File: src/rtl/esdi_drive_cmd_responder.sv
// esdi_drive_cmd_responder: drive-side ESDI serial command/status responder
// Ports:
//   clk, rst                         clock, synchronous active-high reset
//   transfer_req, command_data       async serial handshake/data from controller
//   transfer_ack, confstat_data      handshake acknowledge and serial status bit
//   command_complete, attention      1 = idle/ready, 1 = error pending
//   cmd_valid, cmd_data              one-cycle pulse with the received command word
//   cmd_done                         local logic finished a non-data command
//   resp_valid, resp_data            status/config word to return (RESP_WAIT only)
//   parity_err                       sticky command parity failure flag
// Optional macro ESDI_RSP_TIMEOUT_EN aborts a word when REQ stalls for TIMEOUT cycles.
// Words are 16 data bits MSB first plus one odd-parity bit. transfer_ack rises
// ACK_DELAY cycles after the cycle in which the synchronized REQ rise is registered.
module esdi_drive_cmd_responder #(
    parameter int SYNC_STAGES = 2,
    parameter int ACK_DELAY   = 4,
    parameter int TIMEOUT     = 65535
) (
    input  logic        clk,
    input  logic        rst,
    input  logic        transfer_req,
    input  logic        command_data,
    output logic        transfer_ack,
    output logic        confstat_data,
    output logic        command_complete,
    output logic        attention,
    output logic        cmd_valid,
    output logic [15:0] cmd_data,
    input  logic        cmd_done,
    input  logic        resp_valid,
    input  logic [15:0] resp_data,
    output logic        parity_err
);
    typedef enum logic [3:0] {
        IDLE, CMD_ACK, CMD_WAIT_LOW, CMD_WAIT_HIGH, CHECK, EXEC,
        RESP_WAIT, RESP_WAIT_HIGH, RESP_ACK, RESP_WAIT_LOW
    } state_t;
    localparam logic [7:0] ACK_LOAD = 8'(ACK_DELAY - 1);
    if (SYNC_STAGES < 2 || ACK_DELAY < 1 || ACK_DELAY > 255 || TIMEOUT < 1) begin : g_bad_param
        $error("esdi_drive_cmd_responder: parameter out of range");
    end
    state_t                 state;
    logic [SYNC_STAGES-1:0] req_sync, dat_sync;
    logic                   req_prev;
    logic                   req_s, dat_s, req_rise;
    logic [16:0]            shreg;
    logic [4:0]             bit_cnt;
    logic [7:0]             ack_cnt;
    assign req_s    = req_sync[SYNC_STAGES-1];
    assign dat_s    = dat_sync[SYNC_STAGES-1];
    assign req_rise = req_s & ~req_prev;
    // REQ chain and its history reset high so a REQ held high through reset
    // never looks like a rising edge; it must be seen low first.
    always_ff @(posedge clk) begin
        if (rst) begin
            req_sync <= '1;
            dat_sync <= '0;
            req_prev <= 1'b1;
        end else begin
            req_sync <= {req_sync[SYNC_STAGES-2:0], transfer_req};
            dat_sync <= {dat_sync[SYNC_STAGES-2:0], command_data};
            req_prev <= req_s;
        end
    end
`ifdef ESDI_RSP_TIMEOUT_EN
    logic [31:0] to_cnt;
`endif
    always_ff @(posedge clk) begin
        if (rst) begin
            state            <= IDLE;
            transfer_ack     <= 1'b0;
            confstat_data    <= 1'b0;
            command_complete <= 1'b1;
            attention        <= 1'b0;
            cmd_valid        <= 1'b0;
            cmd_data         <= '0;
            parity_err       <= 1'b0;
            shreg            <= '0;
            bit_cnt          <= '0;
            ack_cnt          <= '0;
`ifdef ESDI_RSP_TIMEOUT_EN
            to_cnt           <= '0;
`endif
        end else begin
            cmd_valid <= 1'b0;
            case (state)
                IDLE: if (req_rise) begin
                    shreg            <= {16'b0, dat_s};
                    bit_cnt          <= 5'd1;
                    ack_cnt          <= ACK_LOAD;
                    command_complete <= 1'b0;
                    parity_err       <= 1'b0;
                    attention        <= 1'b0;
                    state            <= CMD_ACK;
                end
                CMD_ACK, RESP_ACK: if (ack_cnt == 8'd0) begin
                    transfer_ack <= 1'b1;
                    state        <= (state == CMD_ACK) ? CMD_WAIT_LOW : RESP_WAIT_LOW;
                end else begin
                    ack_cnt <= ack_cnt - 8'd1;
                end
                CMD_WAIT_LOW: if (!req_s) begin
                    transfer_ack <= 1'b0;
                    state        <= (bit_cnt == 5'd17) ? CHECK : CMD_WAIT_HIGH;
                end
                CMD_WAIT_HIGH: if (req_rise) begin
                    shreg   <= {shreg[15:0], dat_s};
                    bit_cnt <= bit_cnt + 5'd1;
                    ack_cnt <= ACK_LOAD;
                    state   <= CMD_ACK;
                end
                // Odd parity: XOR of all 17 bits must be 1. Opcodes 0000/0001
                // (status/config requests) share the top three bits 000.
                CHECK: if (^shreg) begin
                    cmd_valid <= 1'b1;
                    cmd_data  <= shreg[16:1];
                    state     <= (shreg[16:14] == 3'b000) ? RESP_WAIT : EXEC;
                end else begin
                    parity_err       <= 1'b1;
                    attention        <= 1'b1;
                    command_complete <= 1'b1;
                    state            <= IDLE;
                end
                EXEC: if (cmd_done) begin
                    command_complete <= 1'b1;
                    state            <= IDLE;
                end
                RESP_WAIT: if (resp_valid) begin
                    shreg   <= {resp_data, ~^resp_data};
                    bit_cnt <= 5'd0;
                    state   <= RESP_WAIT_HIGH;
                end
                RESP_WAIT_HIGH: if (req_rise) begin
                    confstat_data <= shreg[16];
                    shreg         <= {shreg[15:0], 1'b0};
                    bit_cnt       <= bit_cnt + 5'd1;
                    ack_cnt       <= ACK_LOAD;
                    state         <= RESP_ACK;
                end
                RESP_WAIT_LOW: if (!req_s) begin
                    transfer_ack <= 1'b0;
                    if (bit_cnt == 5'd17) begin
                        command_complete <= 1'b1;
                        confstat_data    <= 1'b0;
                        state            <= IDLE;
                    end else begin
                        state <= RESP_WAIT_HIGH;
                    end
                end
                default: state <= IDLE;
            endcase
`ifdef ESDI_RSP_TIMEOUT_EN
            // Only mid-word handshake states are timed; any REQ edge restarts the count.
            if (state inside {IDLE, CHECK, EXEC, RESP_WAIT} || (req_s ^ req_prev)) begin
                to_cnt <= '0;
            end else if (to_cnt == 32'(TIMEOUT - 1)) begin
                to_cnt           <= '0;
                transfer_ack     <= 1'b0;
                confstat_data    <= 1'b0;
                attention        <= 1'b1;
                command_complete <= 1'b1;
                state            <= IDLE;
            end else begin
                to_cnt <= to_cnt + 32'd1;
            end
`endif
        end
    end
endmodule

File: config.mk
export PLATFORM = sky130hd
export DESIGN_NAME = esdi_drive_cmd_responder
export DESIGN_NICKNAME = d
export VERILOG_FILES = /design/src/rtl/esdi_drive_cmd_responder.sv
export SDC_FILE = /design/constraint.sdc
export NUM_CORES = 1
export LEC_CHECK = 0
export ABC_AREA = 1
export BUFFER_PORTS_ARGS = -buffer_cell sky130_fd_sc_hd__buf_2
export CORE_MARGIN = 1.5
export CORE_UTILIZATION = 50
export DETAILED_ROUTE_END_ITERATION = 8
export PLACE_DENSITY = 0.71
export SLEW_MARGIN = 20
export SYNTH_ARGS = -nofsm -noshare
export SYNTH_HDL_FRONTEND = slang
export SYNTH_SLANG_ARGS = --single-unit
File: constraint.sdc
create_clock -name clk -period 2.72 [get_ports clk]
set_input_delay 0.272 -clock clk [delete_from_list [all_inputs] [get_ports clk]]
set_output_delay 0.272 -clock clk [all_outputs]
set_load 0.1 [all_outputs]
==> summary.txt <==
Outcome = complete, no violations
Synth Area per Inst = 7.136 µm²
Syn nets = 468
Final Critical Period = 2.091 ns
Final setup violation count = 0
Post-Syn Instances = 441
Die Span Y = 82.33 µm
Htree depth = 3
Final net count = 510
Worst Path Max Fanout = 23
Row Count = 28
Peak VDD IR = 0.5431 mV
Clock buffer depth = 2
Top cells by area, synth = dfxtp_1, nand2_1, o21ai_0, a21oi_1, inv_1
Async SR Flop Fraction = 0%
Crit path DAT = 2.32 ns
Yosys reg bits = 60
Leading cell type in the layout, fill and taps excluded = nand2_1
Antenna violations before repair = 0
Via-to-Cell Ratio = 5.112
Metal2 WL = 3073 µm
Setup crit start = state[2]
Unrepaired setup endpoints after global routing = false
Final critical-path share of the clock period = 76.86%
# resized after CTS = 0
Antenna diodes = 0
First DRT Iteration DRCs = 173
Total power = 3.107 mW
Starting Density = 52.53%
Synth cell types = 37
Switch share = 42.04%
R2R Setup Slk = 0.63 ns
YS warnings = 0
Comb power frac = 41.1%
Root Driver = clkbuf_8
Initial DRT Pass Iterations = 4
Area of the core = 5991 µm²
Number of CTS-inserted buffers = 9
Finished Layout Cells = 562
Total gr overflow = 0
Worst Setup Start Kind = register
Area leader, netlist = dfxtp_1
Max Cap Violations = 0
Post-synth EDFFs = 0
Placer congestion estimate = 0.8894
Rel. slew slack = 57.74%
Top delay family on crit path = simple AND/OR/NAND/NOR gates
DRT met1 WL = 3544 µm
Vias = 2873
Fin util = 59.46%
Register area = 1201 µm²
Worst r2r src = state[2]
Slew @ Worst Pin = 0.6273 ns
Routed wire length = 7099 µm
Final hold violations = 0
Final Max Tran Viols = 0
Detail Placement HPWL = 5264 µm
Die Width = 82.33 µm
CP max stage delay = 0.41 ns
Clock Power Share = 24.4%
Die Area = 6778 µm²
CP max stage cell = dfxtp_1
Layout Skew = 0.006274 ns
Layout area overhead = 13.20%
Pwr dens = 872.3 nW/µm²
CTS tree = yes
DRC = 0
WS Path Type = register to register
Commonest non-fill, non-tap cells in the layout = nand2_1, dfxtp_1, inv_1, buf_2, nor2_1
Design area = 3562 µm²
Multi-input logic area = 1657 µm²
Worst hold-check path type = primary input to register
Met3 WL = 291 µm
Placed Area = 3374 µm²
Sequential power share = 34.5%
CP Cell Sequence = nand2_2 > nor2_8 > inv_2 > o21ai_2 > nand2_4 > inv_2 > nand3_2 > nor2_2 > xnor2_1 > nor2_1
Cts hold-fix bufs = 0
Clk sinks = 60
Fillers = 553
Setup Fix Bufs, Post-CTS = 0
Pint = 1.801 mW
Placed Cells incl. Taps = 547
Worst Setup End Kind = register
Net Switching = 1.306 mW
WL per Instance = 12.63 µm
Sum of negative setup slack = 0 ns
Mapped Area = 3147 µm²
P_leak = 1.583 nW
Final antenna-violating net count = 0
Clock-pin slew on the worst setup and hold paths = 0.06 ns
First-pass GRT wire length = 11940 µm
Io pins = 44
Register area share after synthesis = 38.17%
All-Layer GR Usage = 23.60%
Main synth FF type = dfxtp_1
Number of global-route vias before repair = 2614
Share of the synthesized area in the top cell type = 38.17%
Critical Path RT = 2.95 ns
Clock latency on the worst-skew pair = 0.35 ns
Largest net degree at the start of global routing = 40
DR top layer = met4
Fmax = 478.3 MHz
Hold Crit Start = transfer_req
Most common cell type on the critical path = inv_2
CP Buf/Inv Count = 2
IO Port Bufs = 43
Layout cells sized above 1 = 18.07%
[cell families after synthesis]
| group | Yosys count | share of synthesized area [%] |
|---|---|---|
| AND/OR/NAND/NOR | 179 | 25.13 |
| AO/OA/AOI/OAI | 108 | 18.85 |
| buffers and inverters | 65 | 9.184 |
| flip-flops | 60 | 38.17 |
| XOR/XNOR | 24 | 6.680 |
| adder cells (fa/ha/maj) | 5 | 1.988 |
[synthesized netlist by cell type (4+ instances only)]
cell type  number
nand2_1        98
dfxtp_1        60
inv_1          45
nor2_1         42
o21ai_0        40
a21oi_1        37
xnor2_1        13
a31oi_1        11
nand3_1        11
xor2_1         11
o21ai_1        10
nor3_1          8
clkbuf_1        6
ha_1            5
inv_2           5
o21ai_2         5
nand2_2         4
nand3_2         4
[power by group through the flow]
stage | Sequential [mW] | Clock (mW) | Combinational [mW]
after floorplan | 1.20 | 0 | 0.902
after global placement | 1.09 | 0 | 1.25
after detailed placement | 1.09 | 0 | 1.26
after CTS | 1.07 | 0.768 | 1.26
after global routing | 1.09 | 0.810 | 1.45
final | 1.07 | 0.757 | 1.28
[routing by layer]
metal	vias up	track usage (%)
met4	0	12.03
li1	1518	-
met2	58	36.99
met5	-	0
met1	1279	30.84
met3	18	4.286
[through the flow]
stage               worst slack, ns  hold WS, ns
global placement             0.7407       0.3903
floorplan                    0.9223       0.3505
global route                 0.3223       0.1058
detailed placement           0.6420       0.3928
finish                       0.6294       0.1081
CTS                          0.6286       0.1044
[worst paths after layout]
| path | end | cells after the start |
|---|---|---|
| setup / recovery | bit_cnt[4] | 10 |
| hold reg to reg | req_sync[1] | 1 |
| hold / removal | req_sync[0] | 2 |
| setup reg to reg | bit_cnt[4] | 10 |
[area by class of cell]
type | count | share of cell area [%]
flip-flops and latches | 60 | 33.72
inverters | 52 | 5.620
clock buffers | 14 | 5.128
clock inverters | 1 | 0.1405
repair buffers | 44 | 6.252
well taps | 75 | 2.634
multi-input cells | 316 | 46.51
[flip-flops by register name, summed over array words and instances (netlist names), 2 cells and up]
name and count:
cmd_data 16, req_sync 2, shreg 17, state 4, ack_cnt 8, bit_cnt 5, dat_sync 2
Note: power is estimated with default switching activity, not from simulation.
